### config.mk
export PLATFORM = sky130hd
export DESIGN_NAME = wash_timer
export DESIGN_NICKNAME = d
export VERILOG_FILES = /design/src/rtl/wash_timer.sv
export SDC_FILE = /design/constraint.sdc
export NUM_CORES = 1
export LEC_CHECK = 0
export ABC_AREA = 1
export BUFFER_PORTS_ARGS = -buffer_cell sky130_fd_sc_hd__buf_2
export CORE_ASPECT_RATIO = 1.4
export CORE_UTILIZATION = 30
export DETAILED_ROUTE_END_ITERATION = 10
export GPL_TIMING_DRIVEN = 0
export SLEW_MARGIN = 20
export SYNTH_ARGS = -nofsm -noshare
export SYNTH_HDL_FRONTEND = slang
export SYNTH_SLANG_ARGS = --single-unit
### constraint.sdc
create_clock -name clk -period 1.2 [get_ports clk]
set_clock_uncertainty 0.05 [all_clocks]
set_input_delay 0.06 -clock clk [delete_from_list [all_inputs] [get_ports clk]]
set_output_delay 0.06 -clock clk [all_outputs]
set_load 0.05 [all_outputs]
### src/rtl/wash_timer.sv
// Terminal-count timer: counts enabled clocks and emits a one-clock done pulse
// after TERM of them, then starts over. Clear always beats a pending pulse.
module wash_timer #(
  parameter int TMR_W = 16,
  parameter int TERM  = 1000
) (
  input  logic clk,
  input  logic reset,
  input  logic en,
  input  logic clr,
  output logic done
);

  localparam logic [TMR_W-1:0] LAST = TMR_W'(TERM - 1);
  localparam logic [TMR_W-1:0] ONE  = TMR_W'(1);

  logic [TMR_W-1:0] count;

  always_ff @(posedge clk) begin
    if (reset || clr) begin
      count <= '0;
      done  <= 1'b0;
    end else if (en) begin
      if (count == LAST) begin
        count <= '0;
        done  <= 1'b1;
      end else begin
        count <= count + ONE;
        done  <= 1'b0;
      end
    end else begin
      count <= '0;
      done  <= 1'b0;
    end
  end

endmodule

Word-level counts from Yosys, hierarchy flattened
Index checks and enable logic that the tools add are counted.
- add/subtract/negate cells: 1
- reduce and logical (&&, ||, !) cells: 3
- equality and inequality tests: 1
- bitwise operators: 1
- muxes and demuxes: 1
- operator list (operator ; number):
    16-bit by 1-bit adder with 16-bit output (second input constant) ; 1
    16-bit by 10-bit == test with 1-bit output (second input constant) ; 1
    3-bit OR reduction ; 1
    2-bit OR reduction ; 1
    1-bit logical OR ; 1
    1-bit 2-to-1 mux ; 1
    1-bit inverter ; 1
- output and inout port bits: 1
- register bits: 17
- logic and storage cells: 9
- input bits: 4

Longest topological paths before layout
- depth after elaboration: 2
- depth in mapped cells: 8
- depth with buffers taken out: 7

Least setup slack after synthesis
Ideal clock, no wire load.
- path type: reg-to-reg
- from: register count[0]
- to: register count[10]
- arrival: 1.085 ns
- setup time: 0.114 ns
- cell stages (with the launch flop): 8
- slack: -0.049 ns
- buffers on the path: 1
- data required time: 1.036 ns
- period minus slack after synthesis: 1.249 ns
- path through: dfxtp_1 > ha_1 > nand3b_1 > nor2_1 > nand2_1 > nand2_2 > buf_6 > nor2_1
- longest elaborated chain between the ends: 2
- elaborated cells between the ends (all ways): 3
- those cells by class: add/sub: 1; eq/ne: 1; reduce/logical: 1
- ends and longest elaborated chain (element ; line ; text):
    from (decl) ; 17 ; logic [TMR_W-1:0] count;
    from (signal assigned) ; 28 ; count <= count + ONE;
    parallel branches: the longest is 2 deep, another holds 16-bit by 1-bit adder with 16-bit output ; n/a ;
Several ways; the timed one is not identified.
A chain may end at the register's enable or synchronous reset.

Final worst setup path
- from: register count[1]
- to: register count[5]
The elaborated chain is that of the path after synthesis.

==> run metrics <==
Worst Path Required between 1 and 1.5 ns; slowest CP cell dfxtp_4; Worst EP arrival between 1 and 1.5 ns; Crit Path Max Fanout 5; Peak Freq between 0.7 and 0.8 GHz; Filler cells 286; Routed WL per cell 10.6 µm; Avg Vias per Cell between 4 and 5; Area after DPL between 900 and 1000 µm²; clock root buffer clkbuf_4; status finished, violations left; max_slew headroom 84.0%; min cycle time layout between 1 and 1.5 ns; post-synth cell types 19; routed vias ~800; Syn. warnings 0; delay-heaviest family, CP simple AND/OR/NAND/NOR gates; DIE WIDTH around 47 µm; failing checks negative setup slack; VDD IR max 458 µV; HPWL Detailed 1270 µm; HP Class reg2reg; latest clock arrival within the worst-skew pair between 0.2 and 0.3 ns; antenna violations before repair 0; DRC 0; Async SR Flop Fraction 0%; Pwr Density about 810 nW/µm²; Yosys top cell area share 40.1%; crit-path max cell delay around 0.38 ns; Seq cells post-synth 17; fin. max-slew vios 0; Ant. Diodes 0; Area contributors post-synth dfxtp_1, nand2_1, nor2_1, inv_1, nand3_1; CP Capture Type flop; PortBufs 4; core area 2640 µm²; Iter 0 DRT Violations 17; CTS buffer count 3; CTS tree yes; gr usage total approximately 15%; global-route wire length before repair 3290 µm; worst-margin pin slew between 0.2 and 0.25 ns; most used cell, CP nor2_2; final setup vio count 15; Die ar. between 3000 and 4000 µm²; pin count of the biggest net entering global routing 11; Final ANT Viol Nets 0; WP buf/inv 1; Setup WS post-layout -0.0566 ns; Overflow after GRT 0; register area share after synthesis between 40% and 50%; vias in the first global route 799; RSZ-0062 raised after global routing true; NumNets Final 150; Cells after Synth 124; clk sink count 17; Final period util 105%; mapped cell area about 850 µm²; synthesized area per cell just under 7 µm²; Rows 22; crit-path cells ha_4 > nand3b_1 > nor2_2 > nand2_2 > nand2_4 > clkbuf_16 > nor2_2; kind of critical path reg2reg; dominant cell type by area after synthesis dfxtp_1; Fin. Hold Viols 0; layout cells sized above 1 a little under a third; area occupied by registers about 360 µm²; fin area 1130 µm²; DRT Wirelength roughly 1900 µm; Boundary Pins 5; Post-Synthesis Net Count between 100 and 150; MaxCap Viol Count 0; P_leak approximately 0.00042 µW; Worst-path clk slew approximately 0.10 ns; startpoint types flop; prevailing post-synth register cell dfxtp_1; clk buf depth 2; EDFF count, synth 0; RePlAce Congestion 0.803; Area growth syn-to-layout 33.2%; Post-synth top cells nand2_1, nor2_1, dfxtp_1, inv_1, nand3_1; H-tree Lvls 1; die height between 60 and 70 µm; final core area utilization between 40% and 50%; multi-input logic area approximately 500 µm²; Detailed Routing Iterations Pass 1 4; Initial Utilization between 30% and 40%
cell families (layout without fill, tap and decap cells):
logic type / count (synthesis) / in the layout / share of synthesized area (%)
compound gates: 10 / 10 / 6.34
xor+xnor: 6 / 6 / 6.20
flops: 17 / 17 / 40.1
buf+inv: 17 / 36 / 8.41
simple gates: 72 / 72 / 36.0
fa+ha+maj: 2 / 2 / 2.95
registers in the layout (all words and copies together), names as in the netlist:
name   cells
count     16
done       1
worst paths after layout:
path              cells after the start  slack (ns)        to      from
hold / removal                        1        0.40  count[0]  count[0]
setup reg to reg                      7       -0.06  count[5]  count[1]
hold reg to reg                       1        0.40  count[0]  count[0]
setup / recovery                      7       -0.06  count[5]  count[1]
per-stage QoR:
| step | hold slack, ns | setup WS [ns] | setup TNS [ns] | power, µW | std cells |
|---|---|---|---|---|---|
| after global routing | 0.417 | -0.162 | -2.08 | 958 | 179 |
| after global placement | 0.267 | -0.156 | -1.55 | 602 | 164 |
| final | 0.405 | -0.0566 | -0.531 | 920 | 179 |
| after detailed placement | 0.275 | -0.169 | -1.79 | 602 | 164 |
| after floorplan | 0.159 | 0.0125 | 0 | 594 | 124 |
| after CTS | 0.409 | -0.0548 | -0.547 | 918 | 176 |
final cells by class:
class | instances | area share (%)
clock buffers | 4 | 2.33
repair buffers | 15 | 11.6
well taps | 36 | 3.99
inverters | 16 | 5.32
multi-input cells | 90 | 43.9
plain buffers | 1 | 1.33
flip-flops and latches | 17 | 31.6
where the power goes:
group	switching, µW	internal, µW	leakage, µW
logic	18.3	27.7	0.000258
clock network	180	129	0.0000150
registers	2.72	562	0.000142
repair_timing:
action,CTS,global route
resized for setup,14,15
pin swaps,3,0
cloned,0,1
hold buffers,3,0
endpoints found under the hold margin,1,0
endpoints found under the setup margin,16,17
setup buffers,5,2
layout by cell type (no fill, tap or decap):
cell	count
nand3_1	8
buf_4	6
o21bai_1	1
clkbuf_16	1
xor2_1	3
nor2_4	1
dfxtp_4	2
nand3b_1	1
dfxtp_2	7
inv_2	1
clkbuf_1	1
ha_1	1
inv_1	15
clkbuf_4	3
o21ai_0	1
a31oi_1	1
a21oi_1	5
buf_2	4
nand3_2	1
a21oi_2	1
nand4_1	3
ha_4	1
dfxtp_1	8
nand2_2	3
nand2_4	1
o21ai_1	1
or2_0	1
dlygate4sd3_1	3
nor2_1	18
xnor2_1	3
buf_8	1
nor2_2	10
buf_6	1
nand2_1	25
layer usage:
metal	part of all wire, %	global-route usage [%]
met3	1.4	2.23
met5	0	0
met4	1.6	8.21
met1	41	16.6
met2	56	25.0
Note: power is estimated with default switching activity, not from simulation.
